**config.mk**
```make
export PLATFORM = sky130hd
export DESIGN_NAME = imm_extend_pipe_flat
export DESIGN_NICKNAME = d
export VERILOG_FILES = /design/src/rtl/imm_extend_pipe_if.sv /design/src/rtl/imm_extend_pipe.sv /design/src/flat_wrapper.sv
export SDC_FILE = /design/constraint.sdc
export NUM_CORES = 1
export LEC_CHECK = 0
export ABC_AREA = 0
export CORE_MARGIN = 5
export CORE_UTILIZATION = 40
export CTS_CLUSTER_DIAMETER = 50
export DETAILED_ROUTE_END_ITERATION = 10
export MAX_ROUTING_LAYER = met4
export PLACE_DENSITY = 0.67
export SLEW_MARGIN = 30
export SYNTH_ARGS = -nofsm -noshare
export SYNTH_HDL_FRONTEND = slang
export SYNTH_SLANG_ARGS = --single-unit
```
**constraint.sdc**
```tcl
create_clock -name clk -period 4.4 [get_ports clk]
set_input_delay 1.32 -clock clk [delete_from_list [all_inputs] [get_ports clk]]
set_output_delay 1.32 -clock clk [all_outputs]
set_load 0.05 [all_outputs]
```
**src/rtl/imm_extend_pipe_if.sv**
```systemverilog
// Upstream/downstream bundle for the pipelined immediate extender.
// Upstream fields are prefixed in_, downstream fields out_.
interface imm_extend_pipe_if #(
    parameter int XLEN  = 32,
    parameter int TAG_W = 32
);
    logic             in_valid;
    logic             in_ready;
    logic [3:0]       imm_src;
    logic [31:0]      inst;
    logic [TAG_W-1:0] in_tag;
    logic             out_valid;
    logic             out_ready;
    logic [XLEN-1:0]  imm_ext;
    logic [TAG_W-1:0] out_tag;
    logic             illegal;

    modport master (
        output in_valid, imm_src, inst, in_tag, out_ready,
        input  in_ready, out_valid, imm_ext, out_tag, illegal
    );

    modport slave (
        input  in_valid, imm_src, inst, in_tag, out_ready,
        output in_ready, out_valid, imm_ext, out_tag, illegal
    );
endinterface

```
**src/rtl/imm_extend_pipe.sv**
```systemverilog
// Pipelined RISC-V immediate extender: combinational decode in front of stage 0,
// then STAGES valid/ready register stages carrying {imm, tag, illegal}.
module imm_extend_pipe #(
    parameter int XLEN   = 32,
    parameter int STAGES = 2,
    parameter int TAG_W  = 32
) (
    input  logic clk,
    input  logic rst,
    input  logic flush,
    imm_extend_pipe_if.slave bus
);
    logic [XLEN-1:0]   ext;
    logic              ext_illegal;
    logic signed [31:0] sx;

    // Unlisted or unknown selects fall through to the default arm.
    always_comb begin
        ext         = '0;
        ext_illegal = 1'b0;
        sx          = '0;
        case (bus.imm_src)
            4'b0000, 4'b0001, 4'b0110: begin
                sx  = 32'($signed(bus.inst[31:20]));
                ext = XLEN'(sx);
            end
            4'b0010: begin
                if (XLEN == 64) ext = XLEN'(bus.inst[25:20]);
                else            ext = XLEN'(bus.inst[24:20]);
            end
            4'b0011: begin
                sx  = 32'($signed({bus.inst[31:25], bus.inst[11:7]}));
                ext = XLEN'(sx);
            end
            4'b0100: begin
                sx  = $signed({bus.inst[31:12], 12'b0});
                ext = XLEN'(sx);
            end
            4'b0101: begin
                sx  = 32'($signed({bus.inst[31], bus.inst[7], bus.inst[30:25],
                                   bus.inst[11:8], 1'b0}));
                ext = XLEN'(sx);
            end
            4'b0111: begin
                sx  = 32'($signed({bus.inst[31], bus.inst[19:12], bus.inst[20],
                                   bus.inst[30:21], 1'b0}));
                ext = XLEN'(sx);
            end
            4'b1000: ext = XLEN'(bus.inst[19:15]);
            default: begin
                ext         = '0;
                ext_illegal = 1'b1;
            end
        endcase
    end

    logic [STAGES-1:0] valid_q;
    logic [STAGES-1:0] ill_q;
    logic [XLEN-1:0]   ext_q [STAGES];
    logic [TAG_W-1:0]  tag_q [STAGES];
    logic [STAGES:0]   ready;

    // An empty stage is always ready, so bubbles collapse under back-pressure.
    always_comb begin
        ready         = '0;
        ready[STAGES] = bus.out_ready;
        for (int k = STAGES - 1; k >= 0; k--) begin
            ready[k] = !valid_q[k] || ready[k+1];
        end
    end

    always_ff @(posedge clk) begin
        if (rst) begin
            valid_q <= '0;
            ill_q   <= '0;
            for (int k = 0; k < STAGES; k++) begin
                ext_q[k] <= '0;
                tag_q[k] <= '0;
            end
        end else if (flush) begin
            valid_q <= '0;
        end else begin
            if (ready[0]) begin
                valid_q[0] <= bus.in_valid;
                if (bus.in_valid) begin
                    ext_q[0] <= ext;
                    tag_q[0] <= bus.in_tag;
                    ill_q[0] <= ext_illegal;
                end
            end
            // Payload only moves with a valid entry to keep outputs quiet.
            for (int k = 1; k < STAGES; k++) begin
                if (ready[k]) begin
                    valid_q[k] <= valid_q[k-1];
                    if (valid_q[k-1]) begin
                        ext_q[k] <= ext_q[k-1];
                        tag_q[k] <= tag_q[k-1];
                        ill_q[k] <= ill_q[k-1];
                    end
                end
            end
        end
    end

    assign bus.in_ready  = ready[0];
    assign bus.out_valid = valid_q[STAGES-1];
    assign bus.imm_ext   = ext_q[STAGES-1];
    assign bus.out_tag   = tag_q[STAGES-1];
    assign bus.illegal   = ill_q[STAGES-1];
endmodule

```
**src/flat_wrapper.sv**
```systemverilog
// flat-port wrapper written by rule: the top's interface ports become plain ports
module imm_extend_pipe_flat 
#(
    parameter int XLEN   = 32,
    parameter int STAGES = 2,
    parameter int TAG_W  = 32
)
  (clk, rst, flush, bus_in_valid, bus_imm_src, bus_inst, bus_in_tag, bus_out_ready, bus_in_ready, bus_out_valid, bus_imm_ext, bus_out_tag, bus_illegal);
  imm_extend_pipe_if #(.XLEN(XLEN), .TAG_W(TAG_W)) bus_i ();
  input  logic clk;
  input  logic rst;
  input  logic flush;
  input wire logic [$bits(bus_i.in_valid)-1:0] bus_in_valid;
  input wire logic [$bits(bus_i.imm_src)-1:0] bus_imm_src;
  input wire logic [$bits(bus_i.inst)-1:0] bus_inst;
  input wire logic [$bits(bus_i.in_tag)-1:0] bus_in_tag;
  input wire logic [$bits(bus_i.out_ready)-1:0] bus_out_ready;
  output wire logic [$bits(bus_i.in_ready)-1:0] bus_in_ready;
  output wire logic [$bits(bus_i.out_valid)-1:0] bus_out_valid;
  output wire logic [$bits(bus_i.imm_ext)-1:0] bus_imm_ext;
  output wire logic [$bits(bus_i.out_tag)-1:0] bus_out_tag;
  output wire logic [$bits(bus_i.illegal)-1:0] bus_illegal;
  assign bus_i.in_valid = bus_in_valid;
  assign bus_i.imm_src = bus_imm_src;
  assign bus_i.inst = bus_inst;
  assign bus_i.in_tag = bus_in_tag;
  assign bus_i.out_ready = bus_out_ready;
  assign bus_in_ready = bus_i.in_ready;
  assign bus_out_valid = bus_i.out_valid;
  assign bus_imm_ext = bus_i.imm_ext;
  assign bus_out_tag = bus_i.out_tag;
  assign bus_illegal = bus_i.illegal;
  imm_extend_pipe #(.XLEN(XLEN), .STAGES(STAGES), .TAG_W(TAG_W)) u_core (.clk(clk), .rst(rst), .flush(flush), .bus(bus_i));
endmodule
```
==> results.md, run 1 <==
Clocking:
- In this run the post-CTS setup repair buffer count came out at 0.
- After clock tree synthesis, the clock-pin slew on the worst setup and hold paths is about 0.060 ns.
- Buffers inserted during clock tree synthesis total 17.
- The post-CTS resize count is 0.
- Clock latency on the worst-skew pair, taken at its later pin, is ~0.40 ns.
- After clock tree synthesis, the flow added hold-fix buffers numbering 0.
- Counting along the longest clock path gives a buffer depth of 2.
- TritonCTS built the clock tree.
- The clock sink count is 132.
- The deepest level of the CTS H-tree is 4.
- The CTS root buffer is clkbuf_16.

Route:
- The iteration-0 DRC count of the detailed router is roughly 180.
- The number of vias per cell after detailed routing is 4.66.
- After detailed routing, the average wire length per cell comes to 15.1 um.
- Once detail routing completed, the nets flagged for antenna violations numbered 0.
- The final layout contains routed wiring with a total length of 10.5 mm.
- The final routed DRC violation total is 0.
- Before antenna repair, the detailed router went through 4 iterations.
- The routed via count is 3250.

Power and ir drop:
- The combinational group share of total power is 0.109.
- The internal portion of the total power is 2.41 mW.
- Dividing total power by cell area gives a power density of about 430 mW/mm^2.
- The share of total power dissipated in sequential elements is 0.466.
- The clock share of power is 0.424.
- The switching share of total power is 0.236.
- The worst-case IR drop observed on VDD is 0.256 mV.
- The leakage power of the design is approximately 2.7 nW.
- The total design power is 3.16 mW.
- For this design the total switching power over the nets is 0.743 mW.

Final layout:
- The number of nets in the layout is around 570.
- The count of cells in the finished layout, fillers not included, comes to 698.
- The share of final-layout standard cells stronger than drive strength 1 is 0.0955.
- Leaving out fill and tap cells, the most frequent cell in the layout is clkdlybuf4s50_1.
- In the layout the commonest cells are clkdlybuf4s50_1, edfxtp_1, and2_1, a21oi_1, nand2_1.
- The layout has roughly 1300 filler cells.
- The area added between synthesis and finish is 26.4%.
- Summing all multi-input logic gate instances after layout gives between 0.001 and 0.0015 sq mm.
- After routing the design area is 0.00742 sq mm.
- The area taken by flip-flops and latches is between 0.003 and 0.004 sq mm.

Critical path:
- The first element of the critical path is bus_out_ready.
- Data on the critical path is required at its endpoint by between 3 and 4 ns.
- The number of cells on the worst reg-to-reg path is 4.
- For the worst setup path, the data arrival time is 2.19 ns.
- For flop-to-flop paths, the worst setup slack is 2.65 ns.
- The type of origin of the critical path is a primary input.
- The largest individual stage delay along the critical path comes from the cell clkdlybuf4s50_1.
- For this run, the slowest stage of the critical path takes 0.41 ns.
- The critical setup path kind is primary input to output pin.
- The worst setup path is captured at an output pin.
- Following the worst setup path forward leads to its endpoint at bus_in_ready.
- The startpoint identified for the worst register-to-register timing path is u_core.valid_q[0].
- Walking the worst path, the cells encountered are clkdlybuf4s50_1 > nand3b_2 > buf_4.
- In this run the critical register-to-register path is captured at u_core.ext_q[0][3].
- In this run the worst path has a maximum fanout of 4.

Global route:
- The via count of the first global-routing pass was about 3400.
- The global-route wire length before repair is 16.8 mm.
- Summed over all layers, the global routing overflow is 0.
- Entering global routing, the biggest net connects 65 pins.
- The number of antenna violations at the first check in global routing is 1.
- In the global route stage, overall resource usage came out at 0.126.

Timing:
- The minimum clock period is approximately 3.5 ns.
- Setup repair after global routing left no endpoint under its margin.
- The final hold violation count is 0.
- After routing, the total negative slack on setup checks comes to 0 ns.
- The final clock period utilization by the worst path is 0.798.
- Based on the critical path, the design can be clocked at up to about 280 MHz.
- The worst pin sits at a relative slew slack of 0.426.
- The number of failing setup endpoints in the final timing report is 0.
- The worst clock skew is 0.00911 ns.
- The final max-slew violation count is 0.
- For the pin with the worst max-slew slack, the measured transition is ~0.86 ns.

Floorplan:
- The vertical extent of the die is roughly 130 um.
- After floorplanning, the core was sized to cover 0.0145 sq mm.
- The die span in x is between 100 and 150 um.
- The initial utilization of the core area, before any placement, comes to 0.405.
- 140 I/O pins were placed.
- The row count is 44.
- The die covers 0.0172 sq mm.

Flow run:
- The max capacitance violation total is 0.

Hold path:
- The startpoint of the worst hold path is u_core.ill_q[0].
- The worst min-delay path class is flip-flop to flip-flop.

Logic synthesis:
- The synthesized netlist cell count is approximately 430.
- The number of nets handed over by synthesis was between 500 and 600.
- The synthesized area per cell is 13.6 sq um.
- Yosys printed 0 warnings.
- After synthesis the cells add up to 0.00587 sq mm.
- The portion of the post-synthesis area used by sequential elements is 0.668.
- In this run, synthesis produced a sequential element count of around 130.
- The number of distinct library cell variants in the gate-level netlist after synthesis is 36.

Place:
- The half-perimeter wire length after placement is 7.13 mm.
- The number of cells after detailed placement is 666.
- Port buffering added 132 buffers.
- The final weighted congestion of routability-driven global placement is 0.844.
- The area of placed instances is 0.00685 sq mm.

Run status:
- The run finished with clean final reports.
[worst min-delay path by stage]
stage / slack (ns) / cells past startpoint / end
floorplan: 0.43 / 2 / u_core.ill_q[0]
global placement: 0.46 / 2 / u_core.ill_q[0]
detailed placement: 0.46 / 2 / u_core.ill_q[0]
CTS: 0.47 / 2 / u_core.ill_q[0]
global route: 0.48 / 2 / u_core.ill_q[0]
finish: 0.48 / 2 / u_core.ill_q[0]
[cells by family after synthesis]
| kind of cell | synth area share |
|---|---|
| simple gates | 0.163 |
| flops | 0.668 |
| buf+inv | 0.105 |
| compound gates | 0.0571 |
| xor+xnor | 0.00298 |
| mux | 0.00341 |
[cell usage after synthesis, drive strengths merged]
library cell,instances,area [sq um]
a21boi,2,15.0
a21o,1,7.51
a21oi,26,130
a31o,1,8.76
a32oi,8,70.1
and2,102,638
and2b,2,15.0
buf,78,583
clkbuf,6,22.5
dfxtp,4,80.1
edfxtp,128,3840
inv,3,11.3
mux2i,2,20.0
nand2,21,81.3
nand2b,6,37.5
nand3,5,25.0
nand3b,3,26.3
nand4b,1,8.76
nor2,10,37.5
nor2b,4,25.0
nor3,2,21.3
nor3b,2,25.0
nor4bb,1,10.0
o211a,1,17.5
o21ai,3,15.0
o21ba,4,40.0
o311a,1,10.0
o31ai,1,21.3
or2,1,6.26
xnor2,2,17.5
[layout make-up]
| type | count | share of cell area |
|---|---|---|
| Timing Repair Buffer | 135 | 0.181 |
| Multi-Input combinational cell | 212 | 0.181 |
| Clock buffer | 17 | 0.0573 |
| Sequential cell | 132 | 0.529 |
| Clock inverter | 14 | 0.0187 |
| Tap cell | 184 | 0.0310 |
| Antenna cell | 1 | 0.000337 |
| Inverter | 3 | 0.00152 |
[power groups by stage]
stage / logic, mW / clock network, mW / registers, mW
final: 0.346 / 1.34 / 1.47
after global routing: 0.365 / 1.42 / 1.48
after CTS: 0.350 / 1.37 / 1.47
after detailed placement: 0.349 / 0 / 1.50
after global placement: 0.346 / 0 / 1.50
after floorplan: 0.248 / 0 / 1.50
[state kept, by name (all words and copies together), names as in the netlist]
name / count
u_core.ext_q: 64
u_core.ill_q: 2
u_core.valid_q: 2
u_core.tag_q: 64
[layer usage]
layer	routed length (um)	track usage	part of all wire	vias up
li1	-	-	-	1579
met1	4620	0.153	0.44	1553
met5	0	-	0	-
met2	5130	0.197	0.49	104
met3	635	0.0386	0.060	14
met4	154	0.0485	0.015	0
[per-stage QoR]
stage	setup WS, ns	util	hold WS (ns)
2_1_floorplan	0.630	-	0.430
3_3_place_gp	0.904	0.473	0.456
3_5_place_dp	0.883	0.473	0.460
4_1_cts	0.881	0.512	0.468
5_1_grt	0.856	0.512	0.484
6_report	0.889	0.512	0.475
[worst max-delay path, delay by kind of cell]
kind	cells	cell delay [ns]
buf+inv	2	0.62
simple gates	1	0.25
Note: power is estimated with default switching activity, not from simulation.
==> inputs of run 2 (changes only) <==
--- a/config.mk
+++ b/config.mk
@@ -11,7 +11,7 @@
 export CTS_CLUSTER_DIAMETER = 50
 export DETAILED_ROUTE_END_ITERATION = 10
 export MAX_ROUTING_LAYER = met4
-export PLACE_DENSITY = 0.67
+export PLACE_DENSITY = 0.69
 export SLEW_MARGIN = 30
 export SYNTH_ARGS = -nofsm -noshare
 export SYNTH_HDL_FRONTEND = slang
==> constraint.sdc (replaced) <==
create_clock -name clk -period 3.1 [get_ports clk]
set_input_delay 0.93 -clock clk [delete_from_list [all_inputs] [get_ports clk]]
set_output_delay 0.93 -clock clk [all_outputs]
set_load 0.05 [all_outputs]
==> results.md, run 2 (same netlist as run 1, synthesis figures left out) <==
Timing:
- The worst clock skew is ~0.0078 ns.
- The maximum clock frequency is 362 MHz.
- Subtracting the final worst setup slack from the clock period gives 2.76 ns.
- The actual transition at the worst max-transition pin is 0.567 ns.
- The max-slew headroom at the worst pin is 0.621.
- After layout, the worst setup slack is between 0.3 and 0.4 ns.
- The final max-slew violation count was 0.
- The final hold violation count was 0.
- The sum of negative setup slack is 0 ns.
- Dividing the final minimum period by the clock period gives 0.892.
- Setup repair after global routing left no endpoint under its margin.
- The number of failing setup endpoints in the final timing report is 0.

Run status:
- The flow ran to the end, and the final reports show no timing, DRC or antenna violations.

Clocking:
- The clock latency reported for the late side of the worst-skew pair is approximately 0.4 ns.
- TritonCTS built the clock tree.
- CTS built an H-tree with a depth of 4.
- The clock passes through at most 2 buffers.
- Counting the buffers created by CTS gives 17.
- The post-CTS resize count is 0.
- After clock tree synthesis, the clock-pin slew on the worst setup and hold paths is 0.06 ns.
- The number of buffers inserted for hold repair after clock tree synthesis is 0.
- Post-CTS timing repair inserted 0 buffers for setup.
- The tree built by TritonCTS fans out to roughly 130 sinks.
- In this run the clock root is driven by a clkbuf_16.

Hold path:
- The min-delay analysis places its worst path in the category flip-flop to flip-flop.
- The worst hold path passes through 2 cells.

Power and ir drop:
- In this run the power density over the cells is 605 mW/mm^2.
- Of the total power, combinational logic draws 0.111.
- The total internal power is 3.47 mW.
- For this design the total switching power over the nets is 1.10 mW.
- The total design power is 4.57 mW.
- The leakage power of the design is 2.75 nW.
- Of the total power, the share spent switching nets is 0.241.
- The clock share of power is 0.433.
- The peak supply drop is 0.364 mV.
- The share of total power dissipated in sequential elements is 0.456.

Floorplan:
- For this configuration, the core starts out at a cell density of 0.405.
- The core area is 0.0145 sq mm.
- The die span in x is about 130 um.
- The initialized floorplan defines 44 standard-cell rows.
- From bottom edge to top edge, the die measures between 100 and 150 um.
- The die covers 0.0172 sq mm.
- 140 I/O pins were placed.

Place:
- The number of cells after detailed placement is 674.
- During placement, the flow inserted port buffers numbering 132.
- Routability-driven placement finished with a final weighted congestion of 0.868.
- The half-perimeter wire length after placement is roughly 7.8 mm.
- The pre-CTS setup slack is 0.261 ns.

Route:
- Dividing the detail-routed wire length by the instance count gives about 15 um.
- For this run, the detailed router's first-pass iteration total came to 4.
- The detailed router placed 3277 vias in this run.
- The iteration-0 DRC count of the detailed router is 144.
- The remaining antenna violation count is 0.
- The total routed wirelength is 10.5 mm.
- For this run, design rule violations remaining after detail routing come to 0.
- The number of vias per cell after detailed routing is 4.64.

Global route:
- The global-route wire length before repair is ~17 mm.
- The total global routing overflow is 0.
- The via count of the first global-routing pass is between 3000 and 4000.
- The global router's overall resource usage is 0.126.
- Entering global routing, the biggest net connects between 70 and 80 pins.
- The number of antenna violations at the first check in global routing is 0.

Final layout:
- The number of diodes is 0.
- The final cell count without fillers is 706.
- The number of nets in the layout is 582.
- In the layout the commonest cells are clkdlybuf4s50_1, edfxtp_1, and2_1, a21oi_1, nand2_1.
- The library cell used most frequently in the layout, excluding fill and tap cells, is clkdlybuf4s50_1.
- The share of final-layout standard cells stronger than drive strength 1 is 0.111.
- The area added between synthesis and finish is 28.7%.
- The largest registers in the layout are u_core.ext_q: 64 flops, u_core.tag_q: 64 flops.
- The final cell utilization of the core is 0.522.

Critical path:
- In this run the worst path has a maximum fanout of 4.
- At the worst endpoint, the required time is 2.17 ns.
- The category of the worst setup path capture point is an output pin.
- Counting cells, the worst reg-to-reg path comes to 4.
- The type of origin of the critical path is a primary input.
- The critical path in this run is classified as primary input to output pin.
- The arrival time at the worst endpoint is between 1.5 and 2 ns.

Flow run:
- Across the run, the number of max-cap violations was 0.
-- run 2: changes by cell type in the layout (fill, tap and decap cells not counted) --
| cell | delta |
|---|---|
| inv_8 | +2 |
| buf_12 | +4 |
| inv_6 | +4 |
| clkinvlp_4 | -2 |
| buf_4 | +4 |
| diode_2 | -1 |
| clkinv_4 | +1 |
| clkinv_2 | -4 |
-- run 2: area by class of cell --
cell class	count	area (sq um)
multi-input cells	212	1350
clock buffers	17	425
fillers	1224	6920
flip-flops and latches	132	3920
repair buffers	143	1450
clock inverters	15	170
inverters	3	11.3
well taps	184	230
-- run 2: path summary, 6_finish.rpt --
check | from | endpoint | slack [ns]
setup / recovery | bus_out_ready | bus_in_ready | 0.34
hold / removal | u_core.ill_q[0] | u_core.ill_q[0] | 0.47
setup reg to reg | u_core.valid_q[0] | u_core.ext_q[0][1] | 1.38
hold reg to reg | u_core.ill_q[0] | u_core.ill_q[0] | 0.47
-- run 2: metal layers --
metal / GRT usage / part of all wire / vias to the layer above
met5: - / 0 / -
met4: 0.0497 / 0.0084 / 0
met1: 0.153 / 0.44 / 1534
met3: 0.0451 / 0.071 / 11
li1: - / - / 1603
met2: 0.193 / 0.48 / 129
-- run 2: per-stage QoR --
step / instance area, sq um / hold WS [ns]
detailed placement: 6960 / 0.469
CTS: 7560 / 0.478
floorplan: 5870 / 0.430
finish: 7560 / 0.470
global placement: 6960 / 0.448
global route: 7560 / 0.499
-- run 2: worst max-delay path, cell delays in order --
cell and delay (ns):
clkdlybuf4s50_1 0.42, nand3b_2 0.29, buf_12 0.19
-- run 2: power by group through the flow --
stage | sequential, mW | combinational [mW] | clock, mW
floorplan | 2.12 | 0.352 | 0
global placement | 2.12 | 0.509 | 0
detailed placement | 2.12 | 0.514 | 0
CTS | 2.09 | 0.516 | 2.02
global route | 2.09 | 0.537 | 2.11
finish | 2.08 | 0.509 | 1.98
==> inputs of run 3 (changes only) <==
--- a/config.mk
+++ b/config.mk
@@ -11,7 +11,8 @@
 export CTS_CLUSTER_DIAMETER = 50
 export DETAILED_ROUTE_END_ITERATION = 10
 export MAX_ROUTING_LAYER = met4
-export PLACE_DENSITY = 0.69
+export PLACE_DENSITY_LB_ADDON = 0.25
+export RECOVER_POWER = 100
 export SLEW_MARGIN = 30
 export SYNTH_ARGS = -nofsm -noshare
 export SYNTH_HDL_FRONTEND = slang
==> results.md, run 3 (same netlist as run 1, synthesis figures left out) <==
Run status:
- The flow ran to the end, and the final reports show no timing, DRC or antenna violations.

Clocking:
- The clock transition time at the flip-flop clock pins of the worst setup and hold paths is approximately 0.060 ns.
- Clock tree synthesis selected as its root buffer the cell clkbuf_16.
- Clock tree synthesis found a total of 132 sinks.
- TritonCTS built the clock tree.
- The number of buffers inserted for hold repair after clock tree synthesis is 0.
- Post-CTS repair changed the size of 0 cells.
- For the worst-skew pair, the clock arrives at the later sink with an insertion delay of 0.41 ns.
- Buffers inserted during clock tree synthesis total 17.
- The maximum buffer depth of the clock tree is 2.
- The deepest level of the CTS H-tree is 4.
- In this run the post-CTS setup repair buffer count came out at 0.

Floorplan:
- The die covers between 0.015 and 0.02 sq mm.
- The die span in x is 131 um.
- The row count is 44.
- The vertical extent of the die is 131 um.
- The count of pins on the block boundary is 140.
- The starting utilization of the core area is 0.405.
- The core area is 0.0145 sq mm.

Final layout:
- In the final layout, the registers with the most flip-flops are u_core.ext_q: 64 flops, u_core.tag_q: 64 flops.
- Of the cells placed in the final design, the portion with a size suffix greater than 1 is 0.107.
- Leaving out fill and tap cells, the most frequent cell in the layout is edfxtp_1.
- The area added between synthesis and finish is 28.3%.
- The number of diodes is 0.
- The number of nets in the layout is a little under 600.
- In the layout the commonest cells are edfxtp_1, dlygate4sd3_1, clkdlybuf4s50_1, and2_1, and2_0.
- The filler cell count in the final layout is 1257.

Timing:
- Setup repair after global routing left no endpoint under its margin.
- The actual transition at the worst max-transition pin is about 0.9 ns.
- The max-slew headroom at the worst pin is 0.391.
- The final clock period utilization by the worst path is 0.930.
- The minimum clock period is 2.88 ns.
- The number of failing setup endpoints in the final timing report is 0.
- The final max-slew violation count is 0.
- Summed over all failing endpoints, the final setup total negative slack is 0 ns.
- The final hold violation count came to 0.
- The maximum clock frequency is between 300 and 400 MHz.
- The worst path meets setup with 0.218 ns of slack.
- Across the routed clock network, the largest skew measured is 0.00701 ns.

Global route:
- The via count of the first global-routing pass is 3475.
- The total global routing overflow is 0.
- The first global-routing pass estimated 17.8 mm of wire.
- The maximum number of pins on one net before global-route repair is 42.
- The number of antenna violations at the first check in global routing is 0.
- The global router's overall resource usage is 0.136.

Critical path:
- The critical setup path kind is primary input to output pin.
- The slowest cell on the critical path is dlygate4sd3_1.
- Data on the critical path arrives at its endpoint at 1.95 ns.
- The required time of the critical path is 2.17 ns.
- The category of the worst setup path capture point is an output pin.
- The worst setup path is launched from a primary input.
- Walking the worst path, the cells encountered are dlygate4sd3_1 > nand3b_2 > buf_12.
- The maximum cell stage delay along the critical path is between 0.5 and 0.6 ns.
- The maximum fanout along the worst path is 4.

Place:
- The half-perimeter wire length after placement is 7.77 mm.
- The count of buffers added on input and output ports is between 100 and 150.
- Prior to clock tree synthesis, the placed netlist has a worst setup slack of 0.127 ns.
- Routability-driven placement finished with a final weighted congestion of 0.861.

Power and ir drop:
- The leakage power of the design is 2.80 nW.
- The total design power is 4.63 mW.
- The worst-case IR drop observed on VDD is between 0.3 and 0.4 mV.
- The power density relative to cell area is 615 mW/mm^2.

Route:
- Once detail routing completed, the nets flagged for antenna violations numbered 0.
- The final layout contains routed wiring with a total length of 11.0 mm.
- For this run, the detailed router's first-pass iteration total came to 4.
- Dividing the detail-routed wire length by the instance count gives 15.6 um.
- The number of vias per cell after detailed routing is 4.70.
- The iteration-0 DRC count of the detailed router is approximately 180.
- The final routed DRC violation total is 0.
- The routed layout has roughly 3300 vias.

Flow run:
- Across the run, the number of max-cap violations was 0.

Hold path:
- In this run the worst hold path is classified as flip-flop to flip-flop.
[run 3: changes by cell type in the layout (fill, tap and decap cells not counted), moves of 2 or more]
| cell | before | now |
|---|---|---|
| bufinv_16 | 2 | 4 |
| dlygate4sd3_1 | 0 | 69 |
| buf_12 | 4 | 1 |
| inv_8 | 2 | 0 |
| clkdlybuf4s50_1 | 131 | 62 |
| inv_6 | 5 | 1 |
| and2_0 | 0 | 44 |
| and2_1 | 102 | 58 |
| clkbuf_2 | 0 | 6 |
| clkinv_1 | 1 | 3 |
[run 3: final cells by class]
| class | count | area, sq um | area share |
|---|---|---|---|
| inverter | 3 | 11.3 | 0.00150 |
| timing repair buffer | 145 | 1410 | 0.188 |
| tap | 184 | 230 | 0.0306 |
| clock inverter | 14 | 186 | 0.0248 |
| sequential | 132 | 3920 | 0.521 |
| multi-input combinational | 212 | 1340 | 0.178 |
| clock buffer | 17 | 425 | 0.0565 |
[run 3: worst max-delay path, delay by kind of cell]
family | cells | cell delay, ns
AND/OR/NAND/NOR | 1 | 0.29
buffers and inverters | 2 | 0.73
[run 3: per-layer routing]
layer,wire [um],GRT usage
met1,4930,0.163
met2,5030,0.207
met3,838,0.0543
met4,225,0.0485
met5,0,-
[run 3: path summary, 6_finish.rpt]
check / startpoint / cells after the start / slack, ns / end
max: bus_out_ready / 3 / 0.22 / bus_in_ready
min: u_core.ill_q[0] / 2 / 0.47 / u_core.ill_q[0]
max reg2reg: u_core.valid_q[0] / 4 / 1.19 / u_core.tag_q[0][27]
min reg2reg: u_core.ill_q[0] / 2 / 0.47 / u_core.ill_q[0]
[run 3: per-stage QoR]
step	cells	area, sq um	utilization	hold WS [ns]
floorplan	431	5870	-	0.430
global placement	676	6980	0.482	0.454
detailed placement	676	6980	0.482	0.465
CTS	707	7590	0.524	0.473
global route	707	7530	0.520	0.503
finish	707	7530	0.520	0.470
[run 3: report_power, final]
part           internal (mW)  total (mW)  switching (mW)  leakage, nW
Combinational          0.176       0.486           0.310         1.13
Clock                   1.33        2.06           0.723        0.292
Sequential              2.06        2.09          0.0225         1.38
